==> config.mk <==
export PLATFORM = sky130hd
export DESIGN_NAME = ice_i2c_target
export DESIGN_NICKNAME = d
export VERILOG_FILES = /design/src/rtl/ice_i2c_pkg.sv /design/src/rtl/ice_i2c_line_cond.sv /design/src/rtl/ice_i2c_target.sv
export SDC_FILE = /design/constraint.sdc
export NUM_CORES = 1
export LEC_CHECK = 0
export CAP_MARGIN = 40
export CORE_MARGIN = 8
export CORE_UTILIZATION = 38
export DETAILED_ROUTE_END_ITERATION = 10
export PLACE_DENSITY_LB_ADDON = 0.25
export SETUP_SLACK_MARGIN = 0.3
export SYNTH_ARGS = -nofsm -noshare
export SYNTH_HDL_FRONTEND = slang
export SYNTH_HIERARCHICAL = 1
export SYNTH_SLANG_ARGS = --single-unit
==> constraint.sdc <==
create_clock -name i_clk -period 2.95 [get_ports i_clk]
set_input_delay 0.885 -clock i_clk [delete_from_list [all_inputs] [get_ports i_clk]]
set_output_delay 0.885 -clock i_clk [all_outputs]
set_load 0.005 [all_outputs]
==> src/rtl/ice_i2c_pkg.sv <==
// Shared I2C definitions: state encoding, ACK/NACK bus levels and the R/nW bit
// position in the address byte. Used by both the target and the initiator.
package ice_i2c_pkg;

    typedef enum logic [2:0] {
        SM_IDLE      = 3'd0,
        SM_ADDR      = 3'd1,
        SM_ADDR_ACK  = 3'd2,
        SM_WDATA     = 3'd3,
        SM_WDATA_ACK = 3'd4,
        SM_RDATA     = 3'd5,
        SM_RDATA_ACK = 3'd6,
        SM_WAIT_STOP = 3'd7
    } i2c_state_t;

    localparam logic I2C_ACK  = 1'b0;
    localparam logic I2C_NACK = 1'b1;

    localparam int RNW_BIT = 0;

endpackage

==> src/rtl/ice_i2c_line_cond.sv <==
// SCL/SDA conditioning: synchroniser chain, N-sample glitch filter, and
// one-cycle strobes for SCL edges and START/STOP bus conditions.
module ice_i2c_line_cond #(
    parameter int SYNC_STAGES = 2,
    parameter int FILT_LEN    = 3
) (
    input  logic i_clk,
    input  logic i_rst,
    input  logic i_scl,
    input  logic i_sda,
    output logic o_sda,
    output logic o_scl_rise,
    output logic o_scl_fall,
    output logic o_start,
    output logic o_stop
);

    logic [SYNC_STAGES-1:0] r_scl_sync;
    logic [SYNC_STAGES-1:0] r_sda_sync;
    logic [FILT_LEN-2:0]    r_scl_hist;
    logic [FILT_LEN-2:0]    r_sda_hist;
    logic                   r_scl_f;
    logic                   r_sda_f;

    logic [FILT_LEN-1:0]    w_scl_samp;
    logic [FILT_LEN-1:0]    w_sda_samp;
    logic                   w_scl_new;
    logic                   w_sda_new;
    logic                   w_sda_rise;
    logic                   w_sda_fall;

    assign w_scl_samp = {r_scl_hist, r_scl_sync[SYNC_STAGES-1]};
    assign w_sda_samp = {r_sda_hist, r_sda_sync[SYNC_STAGES-1]};

    // A level is only accepted once every sample in the window agrees.
    assign w_scl_new = (&w_scl_samp) ? 1'b1 : ((|w_scl_samp) ? r_scl_f : 1'b0);
    assign w_sda_new = (&w_sda_samp) ? 1'b1 : ((|w_sda_samp) ? r_sda_f : 1'b0);

    always_ff @(posedge i_clk or posedge i_rst) begin
        if (i_rst) begin
            r_scl_sync <= '1;
            r_sda_sync <= '1;
            r_scl_hist <= '1;
            r_sda_hist <= '1;
            r_scl_f    <= 1'b1;
            r_sda_f    <= 1'b1;
        end else begin
            r_scl_sync <= {r_scl_sync[SYNC_STAGES-2:0], i_scl};
            r_sda_sync <= {r_sda_sync[SYNC_STAGES-2:0], i_sda};
            r_scl_hist <= w_scl_samp[FILT_LEN-2:0];
            r_sda_hist <= w_sda_samp[FILT_LEN-2:0];
            r_scl_f    <= w_scl_new;
            r_sda_f    <= w_sda_new;
        end
    end

    assign w_sda_rise = w_sda_new & ~r_sda_f;
    assign w_sda_fall = ~w_sda_new & r_sda_f;

    assign o_sda      = r_sda_f;
    assign o_scl_rise = w_scl_new & ~r_scl_f;
    assign o_scl_fall = ~w_scl_new & r_scl_f;
    // SCL must be high both before and after the SDA edge to count as a bus condition.
    assign o_start    = w_sda_fall & r_scl_f & w_scl_new;
    assign o_stop     = w_sda_rise & r_scl_f & w_scl_new;

endmodule

==> src/rtl/ice_i2c_target.sv <==
// I2C target front end: fixed-address match, ACK generation, byte delivery for
// writes and app-supplied byte shift-out for reads. SDA is open-drain only.
module ice_i2c_target
    import ice_i2c_pkg::*;
#(
    parameter logic [6:0] ADDR        = 7'h42,
    parameter int         SYNC_STAGES = 2,
    parameter int         FILT_LEN    = 3
) (
    input  logic       i_clk,
    input  logic       i_rst,
    input  logic       i_scl,
    input  logic       i_sda,
    output logic       o_sda_low,
    output logic [7:0] o_wdata,
    output logic       o_wvalid,
    output logic       o_rreq,
    input  logic [7:0] i_rdata,
    output logic       o_busy
);

    logic w_sda_f, w_scl_rise, w_scl_fall, w_start, w_stop;

    ice_i2c_line_cond #(
        .SYNC_STAGES (SYNC_STAGES),
        .FILT_LEN    (FILT_LEN)
    ) u_line_cond (
        .i_clk      (i_clk),
        .i_rst      (i_rst),
        .i_scl      (i_scl),
        .i_sda      (i_sda),
        .o_sda      (w_sda_f),
        .o_scl_rise (w_scl_rise),
        .o_scl_fall (w_scl_fall),
        .o_start    (w_start),
        .o_stop     (w_stop)
    );

    i2c_state_t r_state, w_state_nxt;
    logic [2:0] r_bitcnt, w_bitcnt_nxt;
    logic [7:0] r_shift, w_shift_nxt;
    logic [7:0] r_tx, w_tx_nxt;
    logic       r_rnw, w_rnw_nxt;
    // In ACK states: first fall already seen. In RDATA: bit7 still to be driven.
    logic       r_phase, w_phase_nxt;
    logic [1:0] r_ld, w_ld_nxt;
    logic       r_sda_low, w_sda_low_nxt;
    logic [7:0] r_wdata, w_wdata_nxt;
    logic       r_wvalid, w_wvalid_nxt;
    logic       r_rreq, w_rreq_nxt;
    logic       r_busy, w_busy_nxt;

    logic [7:0] w_byte;
    logic [2:0] w_tx_idx;

    assign w_byte   = {r_shift[6:0], w_sda_f};
    assign w_tx_idx = 3'd6 - r_bitcnt;

    always_comb begin
        w_state_nxt   = r_state;
        w_bitcnt_nxt  = r_bitcnt;
        w_shift_nxt   = r_shift;
        w_rnw_nxt     = r_rnw;
        w_phase_nxt   = r_phase;
        w_sda_low_nxt = r_sda_low;
        w_wdata_nxt   = r_wdata;
        w_wvalid_nxt  = 1'b0;
        w_rreq_nxt    = 1'b0;
        w_busy_nxt    = r_busy;

        if (w_stop) begin
            w_state_nxt   = SM_IDLE;
            w_sda_low_nxt = 1'b0;
            w_busy_nxt    = 1'b0;
        end else if (w_start) begin
            w_state_nxt   = SM_ADDR;
            w_sda_low_nxt = 1'b0;
            w_bitcnt_nxt  = 3'd0;
            w_phase_nxt   = 1'b0;
        end else begin
            case (r_state)
                SM_ADDR: begin
                    if (w_scl_rise) begin
                        w_shift_nxt  = w_byte;
                        w_bitcnt_nxt = r_bitcnt + 3'd1;
                        if (r_bitcnt == 3'd7) begin
                            // General call (address 0) is deliberately never answered.
                            if (w_byte[7:1] == ADDR && w_byte[7:1] != 7'd0) begin
                                w_state_nxt = SM_ADDR_ACK;
                                w_busy_nxt  = 1'b1;
                                w_rnw_nxt   = w_byte[RNW_BIT];
                                w_phase_nxt = 1'b0;
                                w_rreq_nxt  = w_byte[RNW_BIT];
                            end else begin
                                w_state_nxt = SM_WAIT_STOP;
                                w_busy_nxt  = 1'b0;
                            end
                        end
                    end
                end
                SM_ADDR_ACK, SM_WDATA_ACK: begin
                    if (w_scl_fall) begin
                        if (!r_phase) begin
                            w_sda_low_nxt = 1'b1;
                            w_phase_nxt   = 1'b1;
                        end else begin
                            w_phase_nxt  = 1'b0;
                            w_bitcnt_nxt = 3'd0;
                            if (r_state == SM_ADDR_ACK && r_rnw) begin
                                w_state_nxt   = SM_RDATA;
                                w_sda_low_nxt = ~r_tx[7];
                            end else begin
                                w_state_nxt   = SM_WDATA;
                                w_sda_low_nxt = 1'b0;
                            end
                        end
                    end
                end
                SM_WDATA: begin
                    if (w_scl_rise) begin
                        w_shift_nxt  = w_byte;
                        w_bitcnt_nxt = r_bitcnt + 3'd1;
                        if (r_bitcnt == 3'd7) begin
                            w_wdata_nxt  = w_byte;
                            w_wvalid_nxt = 1'b1;
                            w_state_nxt  = SM_WDATA_ACK;
                            w_phase_nxt  = 1'b0;
                        end
                    end
                end
                SM_RDATA: begin
                    if (w_scl_fall) begin
                        if (r_phase) begin
                            w_sda_low_nxt = ~r_tx[7];
                            w_phase_nxt   = 1'b0;
                        end else if (r_bitcnt == 3'd7) begin
                            w_sda_low_nxt = 1'b0;
                            w_state_nxt   = SM_RDATA_ACK;
                        end else begin
                            w_sda_low_nxt = ~r_tx[w_tx_idx];
                            w_bitcnt_nxt  = r_bitcnt + 3'd1;
                        end
                    end
                end
                SM_RDATA_ACK: begin
                    if (w_scl_rise) begin
                        if (w_sda_f == I2C_ACK) begin
                            w_rreq_nxt   = 1'b1;
                            w_state_nxt  = SM_RDATA;
                            w_phase_nxt  = 1'b1;
                            w_bitcnt_nxt = 3'd0;
                        end else begin
                            w_state_nxt = SM_WAIT_STOP;
                        end
                    end
                end
                default: ;
            endcase
        end
    end

    // The app has two cycles after o_rreq to present i_rdata.
    assign w_ld_nxt = {r_ld[0], w_rreq_nxt};
    assign w_tx_nxt = r_ld[1] ? i_rdata : r_tx;

    always_ff @(posedge i_clk or posedge i_rst) begin
        if (i_rst) begin
            r_state   <= SM_IDLE;
            r_bitcnt  <= 3'd0;
            r_shift   <= 8'd0;
            r_tx      <= 8'd0;
            r_rnw     <= 1'b0;
            r_phase   <= 1'b0;
            r_ld      <= 2'd0;
            r_sda_low <= 1'b0;
            r_wdata   <= 8'd0;
            r_wvalid  <= 1'b0;
            r_rreq    <= 1'b0;
            r_busy    <= 1'b0;
        end else begin
            r_state   <= w_state_nxt;
            r_bitcnt  <= w_bitcnt_nxt;
            r_shift   <= w_shift_nxt;
            r_tx      <= w_tx_nxt;
            r_rnw     <= w_rnw_nxt;
            r_phase   <= w_phase_nxt;
            r_ld      <= w_ld_nxt;
            r_sda_low <= w_sda_low_nxt;
            r_wdata   <= w_wdata_nxt;
            r_wvalid  <= w_wvalid_nxt;
            r_rreq    <= w_rreq_nxt;
            r_busy    <= w_busy_nxt;
        end
    end

    assign o_sda_low = r_sda_low;
    assign o_wdata   = r_wdata;
    assign o_wvalid  = r_wvalid;
    assign o_rreq    = r_rreq;
    assign o_busy    = r_busy;

endmodule
## Yosys cells after proc, flatten, opt, wreduce, memory -nomap -nowiden

Index checks and enable logic that the tools add are counted.

- Word-level logic and storage cells: 165
- Bits of input ports: 12
- Output and inout port bits: 12
- Flip-flop bits (word level): 47

- Equality and inequality tests: 32
- Bitwise logic cells: 16
- $lt $le $gt $ge: 1
- Reductions and logical operators: 24
- Add/subtract/negate cells: 2
- Multiplexer cells: 72

Operators with widths:

| operator | number |
|---|---|
| $mux 3 | 23 |
| $mux 1 | 42 |
| $reduce_and 11->1 | 2 |
| $ne 3x2->1 const B | 7 |
| $ne 4x1->1 const B | 5 |
| $ne 4x2->1 const B | 5 |
| $ne 3x1->1 const B | 6 |
| $pmux 3 s5 | 1 |
| $reduce_bool 7->1 | 2 |
| $eq 3x3->1 const B | 4 |
| $pmux 3 s4 | 1 |
| $reduce_and 10->1 | 1 |
| $reduce_and 3->1 | 3 |
| $and 1x1->1 | 8 |
| $not 1->1 | 8 |
| $reduce_and 4->1 | 2 |
| $eq 7x7->1 const B | 1 |
| $eq 3x2->1 const B | 2 |
| $reduce_and 6->1 | 1 |
| $reduce_bool 2->1 | 3 |
| $reduce_bool 6->1 | 1 |
| $reduce_or 3->1 | 2 |
| $pmux 1 s5 | 1 |
| $reduce_and 5->1 | 1 |
| 12 further kinds | 15 |

## Longest topological paths before layout

Gate-level depths: netlist of run 1.

- Depth in word-level cells: 10
- Gate-level depth with buffers: 7
- Gate-level depth less buffers: 6

## Hierarchy

Netlist of run 1, hierarchy kept.

By module, submodules not included:

| module | times used | area an instance (um^2) | cells an instance | sequential area each (um^2) |
|---|---|---|---|---|
| ice_i2c_target | 1 | 1,926.8 | 170 | 900.9 |
| ice_i2c_line_cond | 1 | 362.8 | 27 | 262.8 |

## Least setup slack after synthesis of run 1

Ideal clock, no wire load.

- Kind: register -> register
- Start: register u_line_cond.r_scl_hist[0]
- End: register r_bitcnt[0]
- Buffers on the path: 0
- Required time: 2.863 ns
- Library setup time: 0.087 ns
- Data arrival time: 2.020 ns
- Clock period less this slack: 2.107 ns
- Slack: 0.843 ns
- Cell stages (with the launch flop): 7
- Path through: dfstp_2 inv_1 nor3_1 mux2i_1 a221o_1 a311o_1 a22oi_1

- Elaborated cells on any way between the ends: 21
- Classes of those cells: eq/ne: 8; mux: 3; bitwise: 6; reduce/logical: 4

RTL lines:

| what | line | text |
|---|---|---|
| start, declared | ice_i2c_line_cond.sv:20 | `logic [FILT_LEN-2:0] r_scl_hist;` |
| start signal, assigned | ice_i2c_line_cond.sv:50 | `r_scl_hist <= w_scl_samp[FILT_LEN-2:0];` |
| $reduce_or 3->1 | ice_i2c_line_cond.sv:36 | `assign w_scl_new = (&w_scl_samp) ? 1'b1 : ((\|w_scl_samp) ? r_scl_f : 1'b0);` |
| $mux 1 | ice_i2c_line_cond.sv:36 |  |
| $mux 1 (*) | ice_i2c_line_cond.sv:36 |  |
| $and 1x1->1 (*) | ice_i2c_line_cond.sv:61 | `assign o_scl_rise = w_scl_new & ~r_scl_f;` |
| named net w_scl_rise | ice_i2c_target.sv:22 | `logic w_sda_f, w_scl_rise, w_scl_fall, w_start, w_stop;` |
| $ne 3x1->1 (no line) | -- |  |
| $reduce_and 10->1 (no line) (*) | -- |  |
| end signal, assigned | ice_i2c_target.sv:182 | `r_bitcnt <= w_bitcnt_nxt;` |
| end, declared | ice_i2c_target.sv:40 | `logic [2:0] r_bitcnt, w_bitcnt_nxt;` |

The timed path passes the listed nets; every way through them passes the cells marked *.
A chain may end at the register's enable or synchronous reset.

## Worst setup path after layout of run 1

- Start: register u_line_cond.r_scl_hist[0]
- End: register r_bitcnt[1]

The elaborated chain is that of the path after synthesis.

==> metrics.md, run 1 <==
| Metric | Value |
|---|---|
| Status | `finished, final reports clean` |
| Post-synth cell types | `48` |
| Fraction of layout instances using a drive strength above 1 | `24.2%` |
| RSZ-0062 raised after global routing | `no` |
| DRC | `0` |
| Post-route clock period utilization | `81.6%` |
| Slowest-stage cell, CP | `dfstp_2` |
| Peak fanout along the critical path | `6` |
| Clock Latency Late Sink | `0.30 ns` |
| Multiplexer area fraction after synthesis | `15.1%` |
| Clk_skew | `0.0104 ns` |
| Crit path DAT | `2.61 ns` |
| Synth Cell Area | `2290 sq um` |
| Switch share | `37.4%` |
| Crit-path cells | `inv_1 > nor3_1 > mux2i_1 > a221o_1 > a311o_1 > o221ai_1` |
| CTS tree | `built` |
| Pwr Density | `720 nW/um^2` |
| Asr flop ratio synth | `100%` |
| Comb pwr share | `33.7%` |
| Post-synthesis simple-gate area fraction | `13.2%` |
| DR pass1 iterations | `4` |
| Effective utilization at floorplan | `38.9%` |
| Number of gates resized after cts | `0` |
| Reg clk slew, reported paths | `0.08 ns` |
| CP Launch Point | `u_line_cond/r_scl_hist[0]` |
| Dpl hpwl | `3210 microns` |
| YS warnings | `6` |
| CTS Sinks | `46` |
| Chip width | `93.6 microns` |
| Synth-to-Final Area Change | `17.0%` |
| Final setup violation count | `0` |
| Primary FF master, synth | `dfrtp_1` |
| Leak pwr | `1.18 nW` |
| Hold Fails Final Rpt | `0` |
| Total gr overflow | `0` |
| Max Clk Rate | `0.416 GHz` |
| Peak VDD IR | `305 uV` |
| CTS Hold Bufs | `0` |
| Reg-to-Reg Start | `u_line_cond/r_scl_hist[0]` |
| WL/cell | `15.1 microns` |
| Routed WL | `4490 microns` |
| Power, Total | `1.93 mW` |
| Mapped Cells | `197` |
| First-pass GRT wire length | `7760 microns` |
| IO Count | `24` |
| Hold Startpoint | `u_line_cond/r_scl_sync[0]` |
| Root Driver | `clkbuf_8` |
| Max-slew violation total from the final report | `0` |
| Via Count | `1643` |
| HP Class | `reg2reg` |
| Total track usage | `11.0%` |
| Buffers on Ports | `23` |
| Die Height | `93.6 microns` |
| Max-slew headroom | `57.9%` |
| Initial antenna violation count | `0` |
| Sequential cell area fraction in the yosys report | `50.8%` |
| Largest net degree at the start of global routing | `37` |
| Yosys reg bits | `46` |
| # Max-Cap Violations | `0` |
| Row Count | `28` |
| Final net count | `237` |
| ANT cells | `0` |
| CTS H-Tree Depth | `2` |
| DR iter-0 viols | `120` |
| Slowest cell delay on critical path | `0.57 ns` |
| DRT antenna net count | `0` |
| Compound-Gate Fraction of Synth Area | `13.9%` |
| Core area | `5890 sq um` |
| CP endpoint kind | `register` |
| Post-synthesis adder-cell area fraction | `2.08%` |
| Vias per inst | `5.51` |
| Post-CTS setup repair buffer count | `0` |
| # fillers | `560` |
| Slew @ Worst Pin | `0.632 ns` |
| EDFF count, synth | `0` |
| Die Area | `8770 sq um` |
| Syn avg cell area | `11.6 sq um` |
| Seq pwr share | `46.8%` |
| Worst Hold Slack | `0.357 ns` |
| WS Path Type | `reg2reg` |
| Critical path required time | `3.16 ns` |
| CTS buffer count | `5` |
| Post-Synthesis Net Count | `212` |
| Xor/xnor share of the synthesized area | `0.383%` |
| Clock Power Share | `19.5%` |
| Largest family of logic cells by synthesized area | `multiplexers` |
| Vias in the first global route | `1595` |
| Gpl congestion | `0.859` |
| NetSw | `722 uW` |
| CP startpoint kind | `register` |
| Minimum clock period | `2.41 ns` |
| Pint | `1.21 mW` |
| Final setup TNS | `0 ns` |
| Max clock buf depth | `2` |
## critical path: cells and delay by family, from the launching register on
kind | cells | cell delay [ns]
and+or+nand+nor | 1 | 0.53
buffers and inverters | 1 | 0.06
DFF | 1 | 0.57
muxes | 1 | 0.19
AOI/OAI and AO/OA | 3 | 0.98
## final timing paths
check / end / cells past startpoint / slack, ns
setup / recovery: r_bitcnt[1] / 6 / 0.54
hold / removal: u_line_cond/r_scl_sync[1] / 0 / 0.36
setup reg to reg: r_bitcnt[1] / 6 / 0.54
hold reg to reg: u_line_cond/r_scl_sync[1] / 0 / 0.36
max in group asynchronous: o_wdata[2] / 3 / 1.59
min in group asynchronous: r_state[1] / 3 / 1.03
## power groups by stage
stage | Sequential (mW) | Combinational, mW | Clock [mW]
2_1_floorplan | 0.786 | 0.646 | 0
3_3_place_gp | 0.916 | 0.647 | 0
3_5_place_dp | 0.913 | 0.649 | 0
4_1_cts | 0.900 | 0.653 | 0.394
5_1_grt | 0.927 | 0.732 | 0.415
6_report | 0.903 | 0.650 | 0.377
## cells by family after synthesis
group,Yosys count
compound gates,44
xor+xnor,1
fa+ha+maj,4
buf+inv,24
flops,46
mux,29
simple gates,49
## routing by layer
| layer | vias to the layer above | wire length [microns] | global-route usage, % |
|---|---|---|---|
| li1 | 783 | - | - |
| met1 | 802 | 2060 | 13.8 |
| met2 | 49 | 2090 | 17.0 |
| met3 | 9 | 268 | 3.85 |
| met4 | 0 | 75 | 3.96 |
| met5 | - | 0 | 0 |
## through the flow
| stage | utilization [%] | std cells | setup slack [ns] | instance area [sq um] |
|---|---|---|---|---|
| global route | 45.5 | 298 | 0.319 | 2680 |
| global placement | 44.1 | 290 | 0.610 | 2590 |
| detailed placement | 44.1 | 290 | 0.556 | 2590 |
| finish | 45.5 | 298 | 0.544 | 2680 |
| floorplan | - | 197 | 0.843 | 2290 |
| CTS | 45.5 | 298 | 0.516 | 2680 |
## sequential cells by signal, indices dropped and copies added (netlist names), 2 cells and up
register	flops
o_wdata	8
r_tx	8
u_line_cond/r_scl_hist	2
r_ld	2
u_line_cond/r_scl_sync	2
u_line_cond/r_sda_sync	2
r_shift	7
r_bitcnt	3
r_state	3
u_line_cond/r_sda_hist	2
## placed cells by master, fill, tap and decap left out, drive strengths merged, types with 2 or more instances in the layout
master	synthesis	layout
nor3	6	6
a22oi	4	4
nor4b	2	2
clkdlybuf4s50	0	23
nor2	6	6
clkbuf	2	7
o21ai	10	10
a311oi	2	2
mux4	2	2
dfstp	10	10
a221oi	3	3
a31oi	3	3
ha	3	3
nor2b	4	4
nor4	3	3
nor3b	3	3
a21oi	7	7
nand4	5	5
or2	2	2
inv	15	15
nand2	7	7
o221ai	2	2
dfrtp	36	36
mux2i	3	3
buf	7	4
nand3	6	6
mux2	24	24
o211ai	2	2
a221o	3	3
## cell usage after synthesis, types with 2 or more instances
cell	count	area [sq um]
ha_1	3	37.5
nor3b_1	3	22.5
nand3_1	6	30.0
a221o_1	3	30.0
clkbuf_1	2	7.51
mux2_2	24	270
a31oi_1	3	18.8
nand4_1	5	31.3
dfstp_2	10	263
a221oi_1	3	26.3
a311oi_1	2	17.5
inv_1	15	56.3
mux4_2	2	45.0
o21ai_0	10	50.1
nor3_1	5	25.0
nor2b_1	4	25.0
a21oi_1	7	35.0
o211ai_1	2	15.0
dfrtp_1	36	901
a22oi_1	4	30.0
or2_2	2	12.5
nor4_1	2	12.5
o221ai_1	2	17.5
buf_2	6	30.0
mux2i_1	3	30.0
nand2_1	7	26.3
nor2_1	5	18.8
## area by class of cell
| type | instances | area (sq um) | share of cell area, % |
|---|---|---|---|
| Sequential cell | 46 | 1160 | 43.4 |
| Multi-Input combinational cell | 127 | 1020 | 38.1 |
| Timing Repair Buffer | 27 | 260 | 9.72 |
| Tap cell | 75 | 93.8 | 3.50 |
| Clock buffer | 7 | 76.3 | 2.85 |
| Inverter | 15 | 56.3 | 2.10 |
| Clock inverter | 1 | 7.51 | 0.280 |
(Power assumes the default switching activity.)
==> run 2, diff against run 1 <==
clock period = 2.3 ns   (was 2.95 ns; I/O delays follow)
==> metrics.md, run 2 (synthesis gave the netlist of run 1 again) <==
| Metric | Value |
|---|---|
| CTS buffer count | `5 (unchanged)` |
| # Max-Cap Violations | `0 (unchanged)` |
| Clock Power Share | `17.4% (-2.1 points)` |
| Power, Total | `2.74 mW (+42%)` |
| WL/cell | `15.6 microns (+3.6%)` |
| Fraction of layout instances using a drive strength above 1 | `36.4% (+12 points)` |
| Max clock buf depth | `2 (unchanged)` |
| Largest net degree at the start of global routing | `37 (unchanged)` |
| Crit path DAT | `2.24 ns (-0.37 ns)` |
| Core area | `5890 sq um (unchanged)` |
| Synth-to-Final Area Change | `27.4%` |
| Peak fanout along the critical path | `4 (-2)` |
| Max-slew violation total from the final report | `0 (unchanged)` |
| Most frequent cells in the layout | `dfrtp_1 (34), mux2_2 (24), clkdlybuf4s50_1 (23), buf_4 (18), inv_1 (13)` |
| Reg clk slew, reported paths | `0.08 ns (about the same)` |
| Pwr Density | `940 nW/um^2 (+31%)` |
| Clock Latency Late Sink | `0.29 ns (about the same)` |
| Seq pwr share | `41.0% (-5.8 points)` |
| Die Area | `8770 sq um (unchanged)` |
| Gpl congestion | `0.880 (+2.4%)` |
| Peak VDD IR | `523 uV (+72%)` |
| Final Util | `49.6% (+4.1 points)` |
| Dpl cell area | `2650 sq um (+1.9%)` |
| Vias per inst | `5.45 (-1.2%)` |
| Routed WL | `4900 microns (+9.2%)` |
| DRC | `0 (unchanged)` |
| Initial antenna violation count | `0 (unchanged)` |
| Via Count | `1711 (+4.1%)` |
| HP Class | `reg2reg` |
| Commonest non-fill, non-tap cell in the layout | `dfrtp_1` |
| Pint | `1.71 mW (+41%)` |
| Total track usage | `11.9% (+0.93 points)` |
| IO Count | `24 (unchanged)` |
| Row Count | `28 (unchanged)` |
| Final net count | `253 (+6.8%)` |
| Max-slew headroom | `62.1% (+4.2 points)` |
| Total gr overflow | `0 (unchanged)` |
| Footprint of the multi-input gates | `1130 sq um (+11%)` |
| First-pass GRT wire length | `8490 microns (+9.4%)` |
| NetSw | `1.04 mW (+44%)` |
| ANT cells | `0 (unchanged)` |
| CTS tree | `built` |
| Buffers on Ports | `23 (unchanged)` |
| Comb pwr share | `41.6% (+7.9 points)` |
| Status | `finished, final reports clean` |
| Reg area | `1170 sq um (+0.21%)` |
| Hold Fails Final Rpt | `0 (unchanged)` |
| Slew @ Worst Pin | `0.567 ns (-0.0647 ns)` |
| DRT antenna net count | `0 (unchanged)` |
| CP startpoint kind | `register` |
| Leak pwr | `1.28 nW (+8.7%)` |
| Die Height | `93.6 microns (unchanged)` |
| Vias in the first global route | `1718 (+7.7%)` |
| DR iter-0 viols | `129 (+7.5%)` |
| Critical path required time | `2.51 ns (-0.65 ns)` |
| Max Clk Rate | `0.494 GHz (+19%)` |
| CP endpoint kind | `register` |
| CTS H-Tree Depth | `2 (unchanged)` |
| Root Driver | `clkbuf_8` |
| RSZ-0062 raised after global routing | `yes` |
| Post-route clock period utilization | `88.0% (+6.4 points)` |
| WS Path Type | `reg2reg` |
| Switch share | `37.8% (+0.42 points)` |
| Dpl hpwl | `3280 microns (+2.1%)` |
| # fillers | `539 (-3.8%)` |
| Final setup violation count | `0 (unchanged)` |
| Final setup TNS | `0 ns (unchanged)` |
| Minimum clock period | `2.02 ns (-0.382 ns)` |
| Clk_skew | `0.00627 ns (-0.00411 ns)` |
| CTS Sinks | `46 (unchanged)` |
| Chip width | `93.6 microns (unchanged)` |
| Finished Cell Area | `2920 sq um (+8.9%)` |
| DR pass1 iterations | `4 (unchanged)` |
| Effective utilization at floorplan | `38.9% (unchanged)` |
## run 2: layout make-up
cell class              count  area share [%]
inverters                  15            1.93
repair buffers             43            13.3
clock buffers               7            2.62
multi-input cells         127            38.8
well taps                  75            3.22
clock inverters             1           0.214
flip-flops and latches     46            40.0
## run 2: critical path, stage by stage, from the launching register on
cell	delay, ns
dfstp_2	0.59
nor4b_4	0.20
buf_4	0.16
mux2i_2	0.07
a221o_1	0.38
a311o_1	0.35
a22oi_2	0.21
## run 2: timing repair
item | 4_1_cts | 5_1_grt
endpoints found under the setup margin | 13 | 22
setup buffers | 7 | 3
pin swaps | 6 | 11
resized for setup | 8 | 17
hold endpoints to repair | 0 | 0
hold buffers | 0 | 0
## run 2: through the flow
stage          worst slack (ns)  cells  hold slack (ns)
6_report                  0.276    314            0.358
5_1_grt                   0.182    314            0.361
4_1_cts                   0.292    311            0.359
3_5_place_dp              0.233    296            0.348
3_3_place_gp              0.262    296            0.346
2_1_floorplan             0.295    197            0.345
## run 2: final timing paths
path	from	depth (start not counted)	endpoint	slack (ns)
min in group asynchronous	i_rst	3	o_wdata[2]	0.85
worst max-delay path	u_line_cond/r_scl_f	6	r_bitcnt[0]	0.28
worst min-delay path	u_line_cond/r_sda_sync[0]	0	u_line_cond/r_sda_sync[1]	0.36
max in group asynchronous	i_rst	3	r_bitcnt[0]	1.10
worst max register to register	u_line_cond/r_scl_f	6	r_bitcnt[0]	0.28
worst min register to register	u_line_cond/r_sda_sync[0]	0	u_line_cond/r_sda_sync[1]	0.36
## run 2: layer usage
| layer | global-route usage (%) | up-vias | part of all wire (%) |
|---|---|---|---|
| li1 | - | 818 | - |
| met1 | 15.8 | 852 | 46 |
| met2 | 18.4 | 36 | 48 |
| met3 | 3.85 | 5 | 5.2 |
| met4 | 2.77 | 0 | 0.63 |
| met5 | 0 | - | 0 |
## run 2: power by group through the flow
stage | clock, mW | sequential [mW] | combinational (mW)
2_1_floorplan | 0 | 1.01 | 0.829
3_3_place_gp | 0 | 1.13 | 0.914
3_5_place_dp | 0 | 1.13 | 0.915
4_1_cts | 0.497 | 1.12 | 1.02
5_1_grt | 0.538 | 1.15 | 1.27
6_report | 0.478 | 1.12 | 1.14
==> run 3, diff against run 2 <==
REMOVE_ABC_BUFFERS = 1   (was not set)
==> metrics.md, run 3 (synthesis gave the netlist of run 1 again) <==
| Metric | Value |
|---|---|
| Status | `finished, final reports clean` |
| DR iter-0 viols | `92 (-29%)` |
| R2R cell count | `7 (+1)` |
| Pwr Density | `939 nW/um^2 (-0.16%)` |
| Fraction of layout instances using a drive strength above 1 | `38.6% (+2.2 points)` |
| Peak VDD IR | `442 uV (-16%)` |
| CTS tree | `built` |
| Die Height | `93.6 microns (unchanged)` |
| DRC | `0 (unchanged)` |
| Crit path DAT | `2.23 ns (about the same)` |
| Reg area | `1170 sq um (unchanged)` |
| IO Count | `24 (unchanged)` |
| Switch share | `38.3% (+0.46 points)` |
| RSZ-0062 raised after global routing | `yes` |
| # Max-Cap Violations | `0 (unchanged)` |
| Pint | `1.73 mW (+1.7%)` |
| Final setup violation count | `0 (unchanged)` |
| Max Clk Rate | `0.494 GHz (about the same)` |
| Commonest non-fill, non-tap cell in the layout | `dfrtp_1` |
| Synth-to-Final Area Change | `30.8%` |
| CTS Sinks | `46 (unchanged)` |
| Vias per inst | `5.39 (-1.1%)` |
| First-pass GRT wire length | `8280 microns (-2.5%)` |
| Worst Hold Slack | `0.359 ns (+0.000541 ns)` |
| Critical path required time | `2.51 ns (about the same)` |
| Most frequent cells in the layout | `dfrtp_1 (34), mux2_2 (24), buf_4 (24), clkdlybuf4s50_1 (23), inv_1 (13)` |
| Chip width | `93.6 microns (unchanged)` |
| Footprint of the multi-input gates | `1150 sq um (+1.4%)` |
| Via Count | `1730 (+1.1%)` |
| Clk_skew | `0.00371 ns (-0.00255 ns)` |
| Total track usage | `11.7% (-0.25 points)` |
| CP endpoint kind | `register` |
| Leak pwr | `1.31 nW (+2.9%)` |
| Final setup TNS | `0 ns (unchanged)` |
| Dpl hpwl | `3330 microns (+1.5%)` |
| Largest net degree at the start of global routing | `37 (unchanged)` |
| HP Class | `reg2reg` |
| Die Area | `8770 sq um (unchanged)` |
| Max-slew violation total from the final report | `0 (unchanged)` |
| Row Count | `28 (unchanged)` |
| ANT cells | `0 (unchanged)` |
| NetSw | `1.08 mW (+3.7%)` |
| Clock Latency Late Sink | `0.29 ns (about the same)` |
| WS Path Type | `reg2reg` |
| CTS Hold Bufs | `0 (unchanged)` |
| Clock Power Share | `17.4% (about the same)` |
| CTS H-Tree Depth | `2 (unchanged)` |
| Vias in the first global route | `1696 (-1.3%)` |
| Peak fanout along the critical path | `4 (unchanged)` |
| # fillers | `521 (-3.3%)` |
| Minimum clock period | `2.02 ns (-0.00123 ns)` |
| Gpl congestion | `0.866 (-1.6%)` |
| CTS buffer count | `5 (unchanged)` |
| Final net count | `260 (+2.8%)` |
| Comb pwr share | `41.7% (about the same)` |
| CP startpoint kind | `register` |
| DR pass1 iterations | `4 (unchanged)` |
| Initial antenna violation count | `0 (unchanged)` |
| Root Driver | `clkbuf_8` |
| Effective utilization at floorplan | `38.9% (unchanged)` |
| Post-route clock period utilization | `87.9% (about the same)` |
| Buffers on Ports | `23 (unchanged)` |
| Total gr overflow | `0 (unchanged)` |
| Hold path depth | `0 (unchanged)` |
| Max-slew headroom | `66.1% (+4.0 points)` |
| Routed WL | `4950 microns (+0.96%)` |
| WL/cell | `15.4 microns (-1.2%)` |
| Hold Fails Final Rpt | `0 (unchanged)` |
| Core area | `5890 sq um (unchanged)` |
| Slew @ Worst Pin | `0.507 ns (-0.0599 ns)` |
| DRT antenna net count | `0 (unchanged)` |
| Reg clk slew, reported paths | `0.08 ns (about the same)` |
| Seq pwr share | `40.9% (about the same)` |
| Max clock buf depth | `2 (unchanged)` |
==> run 3: cell count changes in the layout (fill, tap and decap cells not counted), sizes merged <==
cell    previous run  this run
clkinv             0         2
buf               20        27
inv               16        15
clkbuf             7         6
==> run 3: per-stage QoR <==
step | total power [mW] | std cells | cell area [sq um] | setup WS, ns | utilization, %
after CTS | 2.70 | 318 | 2900 | 0.257 | 49.2
after global routing | 3.00 | 321 | 2990 | 0.201 | 50.9
after floorplan | 1.77 | 188 | 2240 | 0.193 | -
after detailed placement | 2.05 | 297 | 2650 | 0.205 | 45.0
final | 2.81 | 321 | 2990 | 0.277 | 50.9
after global placement | 2.05 | 297 | 2650 | 0.191 | 45.0
==> run 3: power groups by stage <==
stage	combinational [mW]	clock (mW)	sequential, mW
3_3_place_gp	0.909	0	1.14
4_1_cts	1.06	0.508	1.13
3_5_place_dp	0.914	0	1.14
5_1_grt	1.28	0.544	1.17
6_report	1.17	0.489	1.15
2_1_floorplan	0.666	0	1.11
==> run 3: path summary, 6_finish.rpt <==
check | from | to | slack [ns]
max | u_line_cond/r_scl_sync[1] | r_bitcnt[2] | 0.28
max reg2reg | u_line_cond/r_scl_sync[1] | r_bitcnt[2] | 0.28
max in group asynchronous | i_rst | r_state[0] | 1.12
min | u_line_cond/r_scl_sync[0] | u_line_cond/r_scl_sync[1] | 0.36
min in group asynchronous | i_rst | r_rnw | 0.82
min reg2reg | u_line_cond/r_scl_sync[0] | u_line_cond/r_scl_sync[1] | 0.36
==> run 3: critical path, cell delays in order, from the launching register on <==
cell      delay, ns
dfstp_2        0.39
buf_6          0.12
nor4b_4        0.24
buf_4          0.18
mux2i_4        0.07
a221o_1        0.40
a311o_1        0.34
o221ai_1       0.19
==> run 3: timing repair <==
item	CTS	global route
pin swaps	6	11
endpoints found under the hold margin	0	0
endpoints found under the setup margin	6	21
gates resized for setup	13	14
setup buffers	13	3
==> run 3: final cells by class <==
class,count,share of cell area [%]
well taps,75,3.13
clock inverters,2,0.460
flip-flops and latches,46,38.9
repair buffers,50,14.8
multi-input cells,127,38.3
clock buffers,6,2.42
inverters,15,1.88
==> run 3: per-layer routing <==
metal / share of wire [%] / vias up / wire length (microns) / global-route usage [%]
li1: - / 830 / - / -
met2: 46 / 43 / 2250 / 17.0
met5: 0 / - / 0 / 0
met1: 47 / 853 / 2310 / 15.6
met3: 6.7 / 4 / 334 / 4.57
met4: 0.97 / 0 / 48 / 3.43
